[src/rtl/decode_stage.sv]
// ---------------------------------------------------------------------------
// decode_stage: registered, buffered RV32I instruction-decode stage.
//
// Fetch hands in {pc, instruction} pairs. They queue in a DEPTH-entry FIFO.
// The FIFO head is decoded combinationally. The result is captured in an
// output register that feeds the execute stage. Decoding covers the RV32I
// base set plus FENCE, which decodes as a NOP.
//
// Optional feature macro: DECODE_RV32M_EN
//   When defined, ALUREG instructions with funct7 = 0x01 decode as RV32M
//   multiply/divide operations.
//   When undefined, those instructions are illegal.
//
// Ports:
//   clk            in   core clock; all state updates on the rising edge
//   reset_n        in   synchronous active-low reset
//   flush          in   discard everything buffered and registered
//   in_valid       in   fetch presents an instruction
//   in_ready       out  stage can accept an instruction
//   in_pc          in   PC of the incoming instruction
//   in_instruction in   raw 32-bit instruction word
//   out_valid      out  decoded bundle valid
//   out_ready      in   execute consumes the bundle
//   out_pc         out  PC of the decoded instruction
//   out_rs1/rs2    out  source register fields
//   out_immediate  out  format-dependent immediate (0 for formats without one)
//   out_illegal_op out  instruction undecodable (out_control is then 0)
//   out_control    out  decoded control bundle (control_t)
//   occupancy      out  FIFO entries held, excluding the output register
//
// Handshake: a transfer occurs on a rising edge where valid && ready are both
// high. A producer holds valid and its data stable until the transfer. ready
// may depend combinationally on local state and flush. ready never depends
// on the same interface's valid.
// ---------------------------------------------------------------------------

package decode_pkg;

    typedef enum logic [4:0] {
        ALU_ADD = 5'd0,
        ALU_SUB,
        ALU_SLL,
        ALU_SLT,
        ALU_SLTU,
        ALU_XOR,
        ALU_SRL,
        ALU_SRA,
        ALU_OR,
        ALU_AND,
        ALU_EQ,
        ALU_NE,
        ALU_LT,
        ALU_GE,
        ALU_LTU,
        ALU_GEU
`ifdef DECODE_RV32M_EN
        ,
        ALU_MUL,
        ALU_MULH,
        ALU_MULHSU,
        ALU_MULHU,
        ALU_DIV,
        ALU_DIVU,
        ALU_REM,
        ALU_REMU
`endif
    } alu_op_t;

    typedef enum logic [1:0] {
        SEL1_REG1 = 2'd0,
        SEL1_PC   = 2'd1,
        SEL1_ZERO = 2'd2
    } alu_select1_t;

    typedef enum logic {
        SEL2_REG2      = 1'b0,
        SEL2_IMMEDIATE = 1'b1
    } alu_select2_t;

    typedef enum logic [1:0] {
        BR_NEVER       = 2'd0,
        BR_CONDITIONAL = 2'd1,
        BR_ALWAYS      = 2'd2
    } branch_mode_t;

    // Selects the value written back to rd:
    //   - ALU result
    //   - load data
    //   - pc + 4 (the link value for JAL/JALR)
    typedef enum logic [1:0] {
        WB_ALU = 2'd0,
        WB_MEM = 2'd1,
        WB_PC4 = 2'd2
    } wb_select_t;

    typedef struct packed {
        logic [4:0]   rd;
        logic         write_reg;
        alu_op_t      alu_op;
        alu_select1_t alu_select1;
        alu_select2_t alu_select2;
        branch_mode_t branch_mode;
        wb_select_t   wb_select;
        logic         mem_read;
        logic         mem_write;
        logic [2:0]   mem_funct3;  // access size / sign, straight from funct3
    } control_t;

endpackage

module decode_stage
    import decode_pkg::*;
#(
    parameter int DEPTH    = 4,
    parameter int PC_WIDTH = 32
) (
    input  logic                     clk,
    input  logic                     reset_n,
    input  logic                     flush,
    input  logic                     in_valid,
    output logic                     in_ready,
    input  logic [PC_WIDTH-1:0]      in_pc,
    input  logic [31:0]              in_instruction,
    output logic                     out_valid,
    input  logic                     out_ready,
    output logic [PC_WIDTH-1:0]      out_pc,
    output logic [4:0]               out_rs1,
    output logic [4:0]               out_rs2,
    output logic [31:0]              out_immediate,
    output logic                     out_illegal_op,
    output control_t                 out_control,
    output logic [$clog2(DEPTH):0]   occupancy
);

    localparam int PTR_W = $clog2(DEPTH);
    localparam int CNT_W = PTR_W + 1;

    localparam logic [6:0] OP_LUI    = 7'b0110111;
    localparam logic [6:0] OP_AUIPC  = 7'b0010111;
    localparam logic [6:0] OP_JAL    = 7'b1101111;
    localparam logic [6:0] OP_JALR   = 7'b1100111;
    localparam logic [6:0] OP_BRANCH = 7'b1100011;
    localparam logic [6:0] OP_LOAD   = 7'b0000011;
    localparam logic [6:0] OP_STORE  = 7'b0100011;
    localparam logic [6:0] OP_ALUIMM = 7'b0010011;
    localparam logic [6:0] OP_ALUREG = 7'b0110011;
    localparam logic [6:0] OP_FENCE  = 7'b0001111;

    // ------------------------------------------------------------------
    // Instruction FIFO
    // ------------------------------------------------------------------
    logic [PC_WIDTH-1:0] pc_mem    [DEPTH];
    logic [31:0]         instr_mem [DEPTH];
    logic [PTR_W-1:0]    wr_ptr;
    logic [PTR_W-1:0]    rd_ptr;
    logic [CNT_W-1:0]    count;

    logic push;
    logic load;

    // in_ready is low during reset and flush, so push implies neither.
    assign in_ready  = reset_n && !flush && (count != CNT_W'(DEPTH));
    assign push      = in_valid && in_ready;
    assign load      = (count != '0) && (!out_valid || out_ready);
    assign occupancy = count;

    // Storage array carries no reset. Entries are only read once written.
    always_ff @(posedge clk) begin
        if (push) begin
            pc_mem[wr_ptr]    <= in_pc;
            instr_mem[wr_ptr] <= in_instruction;
        end
    end

    // ------------------------------------------------------------------
    // Decode of the FIFO head
    // ------------------------------------------------------------------
    logic [31:0] head_ins;
    logic [6:0]  opcode;
    logic [2:0]  funct3;
    logic [6:0]  funct7;
    logic [31:0] imm_i;
    logic [31:0] imm_s;
    logic [31:0] imm_b;
    logic [31:0] imm_u;
    logic [31:0] imm_j;

    assign head_ins = instr_mem[rd_ptr];
    assign opcode   = head_ins[6:0];
    assign funct3   = head_ins[14:12];
    assign funct7   = head_ins[31:25];

    assign imm_i = {{20{head_ins[31]}}, head_ins[31:20]};
    assign imm_s = {{20{head_ins[31]}}, head_ins[31:25], head_ins[11:7]};
    assign imm_b = {{19{head_ins[31]}}, head_ins[31], head_ins[7],
                    head_ins[30:25], head_ins[11:8], 1'b0};
    assign imm_u = {head_ins[31:12], 12'h000};
    assign imm_j = {{11{head_ins[31]}}, head_ins[31], head_ins[19:12],
                    head_ins[20], head_ins[30:21], 1'b0};

    control_t    dec_ctl;
    logic [31:0] dec_imm;
    logic        dec_illegal;

    always_comb begin
        dec_ctl     = '0;
        dec_ctl.rd  = head_ins[11:7];
        dec_imm     = '0;
        dec_illegal = 1'b0;

        case (opcode)
            OP_LUI: begin
                dec_imm             = imm_u;
                dec_ctl.write_reg   = 1'b1;
                dec_ctl.alu_op      = ALU_ADD;
                dec_ctl.alu_select1 = SEL1_ZERO;
                dec_ctl.alu_select2 = SEL2_IMMEDIATE;
            end
            OP_AUIPC: begin
                dec_imm             = imm_u;
                dec_ctl.write_reg   = 1'b1;
                dec_ctl.alu_op      = ALU_ADD;
                dec_ctl.alu_select1 = SEL1_PC;
                dec_ctl.alu_select2 = SEL2_IMMEDIATE;
            end
            OP_JAL: begin
                // ALU forms the target. rd receives pc + 4.
                dec_imm             = imm_j;
                dec_ctl.write_reg   = 1'b1;
                dec_ctl.alu_op      = ALU_ADD;
                dec_ctl.alu_select1 = SEL1_PC;
                dec_ctl.alu_select2 = SEL2_IMMEDIATE;
                dec_ctl.branch_mode = BR_ALWAYS;
                dec_ctl.wb_select   = WB_PC4;
            end
            OP_JALR: begin
                dec_imm             = imm_i;
                dec_ctl.write_reg   = 1'b1;
                dec_ctl.alu_op      = ALU_ADD;
                dec_ctl.alu_select1 = SEL1_REG1;
                dec_ctl.alu_select2 = SEL2_IMMEDIATE;
                dec_ctl.branch_mode = BR_ALWAYS;
                dec_ctl.wb_select   = WB_PC4;
            end
            OP_BRANCH: begin
                // ALU evaluates the condition. The target is pc + immediate.
                dec_imm             = imm_b;
                dec_ctl.alu_select1 = SEL1_REG1;
                dec_ctl.alu_select2 = SEL2_REG2;
                dec_ctl.branch_mode = BR_CONDITIONAL;
                case (funct3)
                    3'b000:  dec_ctl.alu_op = ALU_EQ;
                    3'b001:  dec_ctl.alu_op = ALU_NE;
                    3'b100:  dec_ctl.alu_op = ALU_LT;
                    3'b101:  dec_ctl.alu_op = ALU_GE;
                    3'b110:  dec_ctl.alu_op = ALU_LTU;
                    3'b111:  dec_ctl.alu_op = ALU_GEU;
                    default: dec_illegal    = 1'b1;
                endcase
            end
            OP_LOAD: begin
                dec_imm             = imm_i;
                dec_ctl.write_reg   = 1'b1;
                dec_ctl.alu_op      = ALU_ADD;
                dec_ctl.alu_select1 = SEL1_REG1;
                dec_ctl.alu_select2 = SEL2_IMMEDIATE;
                dec_ctl.wb_select   = WB_MEM;
                dec_ctl.mem_read    = 1'b1;
                dec_ctl.mem_funct3  = funct3;
            end
            OP_STORE: begin
                dec_imm             = imm_s;
                dec_ctl.alu_op      = ALU_ADD;
                dec_ctl.alu_select1 = SEL1_REG1;
                dec_ctl.alu_select2 = SEL2_IMMEDIATE;
                dec_ctl.mem_write   = 1'b1;
                dec_ctl.mem_funct3  = funct3;
            end
            OP_ALUIMM: begin
                dec_imm             = imm_i;
                dec_ctl.write_reg   = 1'b1;
                dec_ctl.alu_select1 = SEL1_REG1;
                dec_ctl.alu_select2 = SEL2_IMMEDIATE;
                case (funct3)
                    3'b000: dec_ctl.alu_op = ALU_ADD;
                    3'b001: dec_ctl.alu_op = ALU_SLL;
                    3'b010: dec_ctl.alu_op = ALU_SLT;
                    3'b011: dec_ctl.alu_op = ALU_SLTU;
                    3'b100: dec_ctl.alu_op = ALU_XOR;
                    3'b101: dec_ctl.alu_op = head_ins[30] ? ALU_SRA : ALU_SRL;
                    3'b110: dec_ctl.alu_op = ALU_OR;
                    3'b111: dec_ctl.alu_op = ALU_AND;
                endcase
            end
            OP_ALUREG: begin
                dec_ctl.write_reg   = 1'b1;
                dec_ctl.alu_select1 = SEL1_REG1;
                dec_ctl.alu_select2 = SEL2_REG2;
                case (funct7)
                    7'h00: begin
                        case (funct3)
                            3'b000: dec_ctl.alu_op = ALU_ADD;
                            3'b001: dec_ctl.alu_op = ALU_SLL;
                            3'b010: dec_ctl.alu_op = ALU_SLT;
                            3'b011: dec_ctl.alu_op = ALU_SLTU;
                            3'b100: dec_ctl.alu_op = ALU_XOR;
                            3'b101: dec_ctl.alu_op = ALU_SRL;
                            3'b110: dec_ctl.alu_op = ALU_OR;
                            3'b111: dec_ctl.alu_op = ALU_AND;
                        endcase
                    end
                    7'h20: begin
                        case (funct3)
                            3'b000:  dec_ctl.alu_op = ALU_SUB;
                            3'b101:  dec_ctl.alu_op = ALU_SRA;
                            default: dec_illegal    = 1'b1;
                        endcase
                    end
`ifdef DECODE_RV32M_EN
                    7'h01: begin
                        case (funct3)
                            3'b000: dec_ctl.alu_op = ALU_MUL;
                            3'b001: dec_ctl.alu_op = ALU_MULH;
                            3'b010: dec_ctl.alu_op = ALU_MULHSU;
                            3'b011: dec_ctl.alu_op = ALU_MULHU;
                            3'b100: dec_ctl.alu_op = ALU_DIV;
                            3'b101: dec_ctl.alu_op = ALU_DIVU;
                            3'b110: dec_ctl.alu_op = ALU_REM;
                            3'b111: dec_ctl.alu_op = ALU_REMU;
                        endcase
                    end
`endif
                    default: dec_illegal = 1'b1;
                endcase
            end
            OP_FENCE: begin
                // Single-hart, in-order memory system: ordering is implicit,
                // so FENCE retires as a no-op with a zero immediate.
                dec_ctl.alu_op      = ALU_ADD;
                dec_ctl.alu_select1 = SEL1_REG1;
                dec_ctl.alu_select2 = SEL2_IMMEDIATE;
            end
            default: dec_illegal = 1'b1;
        endcase

        if (dec_illegal) begin
            dec_ctl = '0;
        end
    end

    // ------------------------------------------------------------------
    // Pointers, occupancy and the output register
    // ------------------------------------------------------------------
    always_ff @(posedge clk) begin
        if (!reset_n) begin
            wr_ptr         <= '0;
            rd_ptr         <= '0;
            count          <= '0;
            out_valid      <= 1'b0;
            out_pc         <= '0;
            out_rs1        <= '0;
            out_rs2        <= '0;
            out_immediate  <= '0;
            out_illegal_op <= 1'b0;
            out_control    <= '0;
        end else if (flush) begin
            // Bundle data is left as is. out_valid = 0 marks it dead.
            wr_ptr    <= '0;
            rd_ptr    <= '0;
            count     <= '0;
            out_valid <= 1'b0;
        end else begin
            if (push) begin
                wr_ptr <= wr_ptr + 1'b1;
            end
            if (load) begin
                rd_ptr         <= rd_ptr + 1'b1;
                out_valid      <= 1'b1;
                out_pc         <= pc_mem[rd_ptr];
                out_rs1        <= head_ins[19:15];
                out_rs2        <= head_ins[24:20];
                out_immediate  <= dec_imm;
                out_illegal_op <= dec_illegal;
                out_control    <= dec_ctl;
            end else if (out_ready) begin
                out_valid <= 1'b0;
            end
            case ({push, load})
                2'b10:   count <= count + 1'b1;
                2'b01:   count <= count - 1'b1;
                default: count <= count;
            endcase
        end
    end

endmodule

[config.mk]
export PLATFORM = sky130hd
export DESIGN_NAME = decode_stage
export DESIGN_NICKNAME = d
export VERILOG_FILES = /design/src/rtl/decode_stage.sv
export SDC_FILE = /design/constraint.sdc
export NUM_CORES = 1
export LEC_CHECK = 0
export BUFFER_PORTS_ARGS = -buffer_cell sky130_fd_sc_hd__buf_2
export CAP_MARGIN = 20
export CELL_PAD_IN_SITES_DETAIL_PLACEMENT = 0
export CELL_PAD_IN_SITES_GLOBAL_PLACEMENT = 1
export CORE_MARGIN = 2
export CORE_UTILIZATION = 40
export CTS_BUF_LIST = sky130_fd_sc_hd__clkbuf_16
export DETAILED_ROUTE_END_ITERATION = 10
export PLACE_DENSITY = 0.72
export SLEW_MARGIN = 25
export SYNTH_ARGS = -nofsm -noshare
export SYNTH_HDL_FRONTEND = slang
export SYNTH_SLANG_ARGS = --single-unit
[constraint.sdc]
create_clock -name clk -period 3.9 [get_ports clk]
set_clock_uncertainty 0.05 [all_clocks]
set_input_delay 0.39 -clock clk [delete_from_list [all_inputs] [get_ports clk]]
set_output_delay 0.39 -clock clk [all_outputs]
set_load 0.05 [all_outputs]
==> results.json <==
{
  "core_area_um2": 33700,
  "totalWireLength_um": 31400,
  "fin_crit_sh_pct": 81.4,
  "async_flop_share_pct": 0,
  "h-tree-depth": 2,
  "final_common_cell": "edfxtp_1",
  "relSlewSlack_pct": 33.8,
  "powerDensity_nw_per_um2": 484,
  "synth_flop_cell": "edfxtp_1",
  "whs_ns": 0.0303,
  "clkLatencyLatePin_ns": 0.52,
  "cts_buffer_depth": 3,
  "rsz0062_at_grt": "no",
  "start_kind": "flop",
  "synthToLayoutAreaGrowth_pct": 18.6,
  "ctsRootBufferMaster": "clkbuf_16",
  "path_cells": "mux4_2 -> inv_1 -> ha_1 -> mux2_2 -> o2111ai_1 -> a32o_2 -> nor4_4 -> buf_4 -> a32o_1",
  "crit_path_end_kind": "flop",
  "slowest_stage": "dfxtp_2",
  "gp_congestion": 0.830,
  "drtIter0Drc": 514,
  "clk_pin_slew_ns": 0.06,
  "final_cells": 1529,
  "internal_power_mw": 6.20,
  "num_rows": 67,
  "wire_per_inst_um": 20.5,
  "outcome": "completed",
  "worstMarginPinSlew_ns": 0.993,
  "grt_pass1_wl_um": 47900,
  "worstPathRequired_ns": 4.31,
  "netlist_area_um2": 13800,
  "layout_common_cells": "edfxtp_1, buf_2, nand2_1",
  "grt_max_degree": 71,
  "post-cts-setup-buffer-count": 0,
  "synthDistinctLibCells": 63,
  "sequentialPowerShare_pct": 52.8,
  "grt-ovfl-total": 0,
  "max_freq_mhz": 315,
  "fp.dieH_um": 190,
  "critPathMaxFanout": 17,
  "final_nets": 1129,
  "p_clk_share_pct": 42.8,
  "dieArea_um2": 35900,
  "gr-usage-all-layers_pct": 17.5,
  "layout-drive-gt1-share_pct": 29.6,
  "cts_resized": 0,
  "utilization_pct": 48.5,
  "r2r_cells": 9,
  "netlist_instances": 875,
  "hold_violations": 0,
  "layout_min_cycle_time_ns": 3.17,
  "portBuffers": 170,
  "holdPathStages": 1,
  "yosysSeqAreaShare_pct": 71.3,
  "drc": 0,
  "start_util_pct": 40.8,
  "numCtsBuffers": 39,
  "dp_worst_setup_slack_ns": 0.672,
  "switching_power_mw": 1.71,
  "final_max_slew_viol_count": 0,
  "setup_slack_ns": 0.727,
  "hp-class": "in2reg",
  "postPlaceCellArea_um2": 15100,
  "grt_antenna_before_repair": 3,
  "cts_num_sinks": 362,
  "place.detailed.hpwl_um": 20200,
  "critPathKind": "reg2reg",
  "synth_seq_cells": 362,
  "drtAntennaViolNets": 0,
  "placedCellCount": 1457,
  "drt_pre_antenna_iters": 5,
  "avgSynthCellArea_um2": 15.7,
  "grt_pass1_vias": 7966,
  "p_leak_nw": 5.70,
  "viasPerCell": 5.19,
  "die_x_um": 190,
  "ioPinCount": 172,
  "n_antenna_cell": 0,
  "ys_warn_count": 0,
  "total_power_mw": 7.91,
  "synth_fp_nets": 954,
  "postCtsHoldBufs": 0,
  "finalInstanceArea_um2": 16300,
  "sw_frac_of_total_pct": 21.6,
  "max_stage_delay_ns": 0.71,
  "worstPathArrival_ns": 3.58,
  "vias": 7943,
  "pwr-share-comb_pct": 4.4,
  "tns_ns": 0,
  "cts_tree": "yes",
  "fillCellCount": 2980,
  "finalSetupViolCount": 0,
  "synth-edff-count": 256,
  "ir_drop_uv": 278,
  "cap_violations": 0
}
final cells by class:
class / count / area [um^2] / share of cell area [%]
flip-flops and latches: 362 / 9810 / 60.1
multi-input cells: 449 / 3710 / 22.7
repair buffers: 186 / 1020 / 6.25
clock buffers: 40 / 1000 / 6.13
well taps: 448 / 561 / 3.43
clock inverters: 32 / 183 / 1.12
inverters: 12 / 45.0 / 0.276
kinds of logic after synthesis:
group / count (synthesis) / synth area share (%)
buf+inv: 64 / 2.09
xor+xnor: 5 / 0.318
flops: 362 / 71.3
other cells: 1 / 0.0272
mux: 65 / 10.5
simple gates: 209 / 6.87
compound gates: 159 / 7.94
fa+ha+maj: 10 / 0.964
sequential cells by signal (all words and copies together), names as in the netlist, named ones only:
name	count
instr_mem	128
occupancy	3
out_control	21
out_illegal_op	1
out_immediate	32
out_pc	32
out_rs1	5
out_rs2	5
out_valid	1
pc_mem	128
rd_ptr	2
wr_ptr	2
synthesized netlist by cell type (all sizes together), types with 5 or more instances:
library cell / number / area, um^2
edfxtp: 256 / 7690
nand2: 134 / 503
dfxtp: 106 / 2120
mux4: 63 / 1430
a21boi: 51 / 383
clkbuf: 36 / 135
o21ai: 34 / 170
a21oi: 27 / 139
nor2: 26 / 100
buf: 16 / 108
a22o: 12 / 105
inv: 12 / 45.0
a32o: 9 / 91.3
ha: 9 / 113
a22oi: 8 / 60.1
nand3: 7 / 35.0
nor3: 6 / 35.0
and2: 5 / 31.3
and3: 5 / 31.3
nand2b: 5 / 31.3
critical path, delay by kind of cell (launching register included):
family	cells	cell delay, ns
DFF	1	0.71
adders and majority gates	1	0.25
AOI/OAI and AO/OA	3	0.59
buffers and inverters	2	0.36
and+or+nand+nor	1	0.24
muxes	2	0.89
per-layer routing:
layer | part of all wire (%) | track usage (%) | vias up
li1 | - | - | 3695
met1 | 44 | 23.8 | 3953
met2 | 47 | 28.2 | 233
met3 | 6.4 | 4.28 | 56
met4 | 2.3 | 5.10 | 6
met5 | 0.12 | 0 | -
final timing paths:
| check | start | slack (ns) | endpoint |
|---|---|---|---|
| hold reg to reg | out_immediate[19]$_SDFFE_PN0P_ | 0.40 | out_immediate[19]$_SDFFE_PN0P_ |
| setup / recovery | flop | 0.73 | out_control[2]$_SDFFE_PN0P_ |
| setup reg to reg | flop | 0.73 | out_control[2]$_SDFFE_PN0P_ |
| hold / removal | in_pc[9] | 0.03 | pc_mem[3][9]$_DFFE_PP_ |
power groups by stage:
stage | clock network (mW) | registers, mW | logic, mW
finish | 3.39 | 4.18 | 0.349
global route | 3.63 | 4.18 | 0.380
CTS | 3.47 | 4.18 | 0.353
detailed placement | 0 | 4.26 | 0.353
global placement | 0 | 4.26 | 0.348
floorplan | 0 | 4.31 | 0.164
Power figures use the tool's default switching activity.
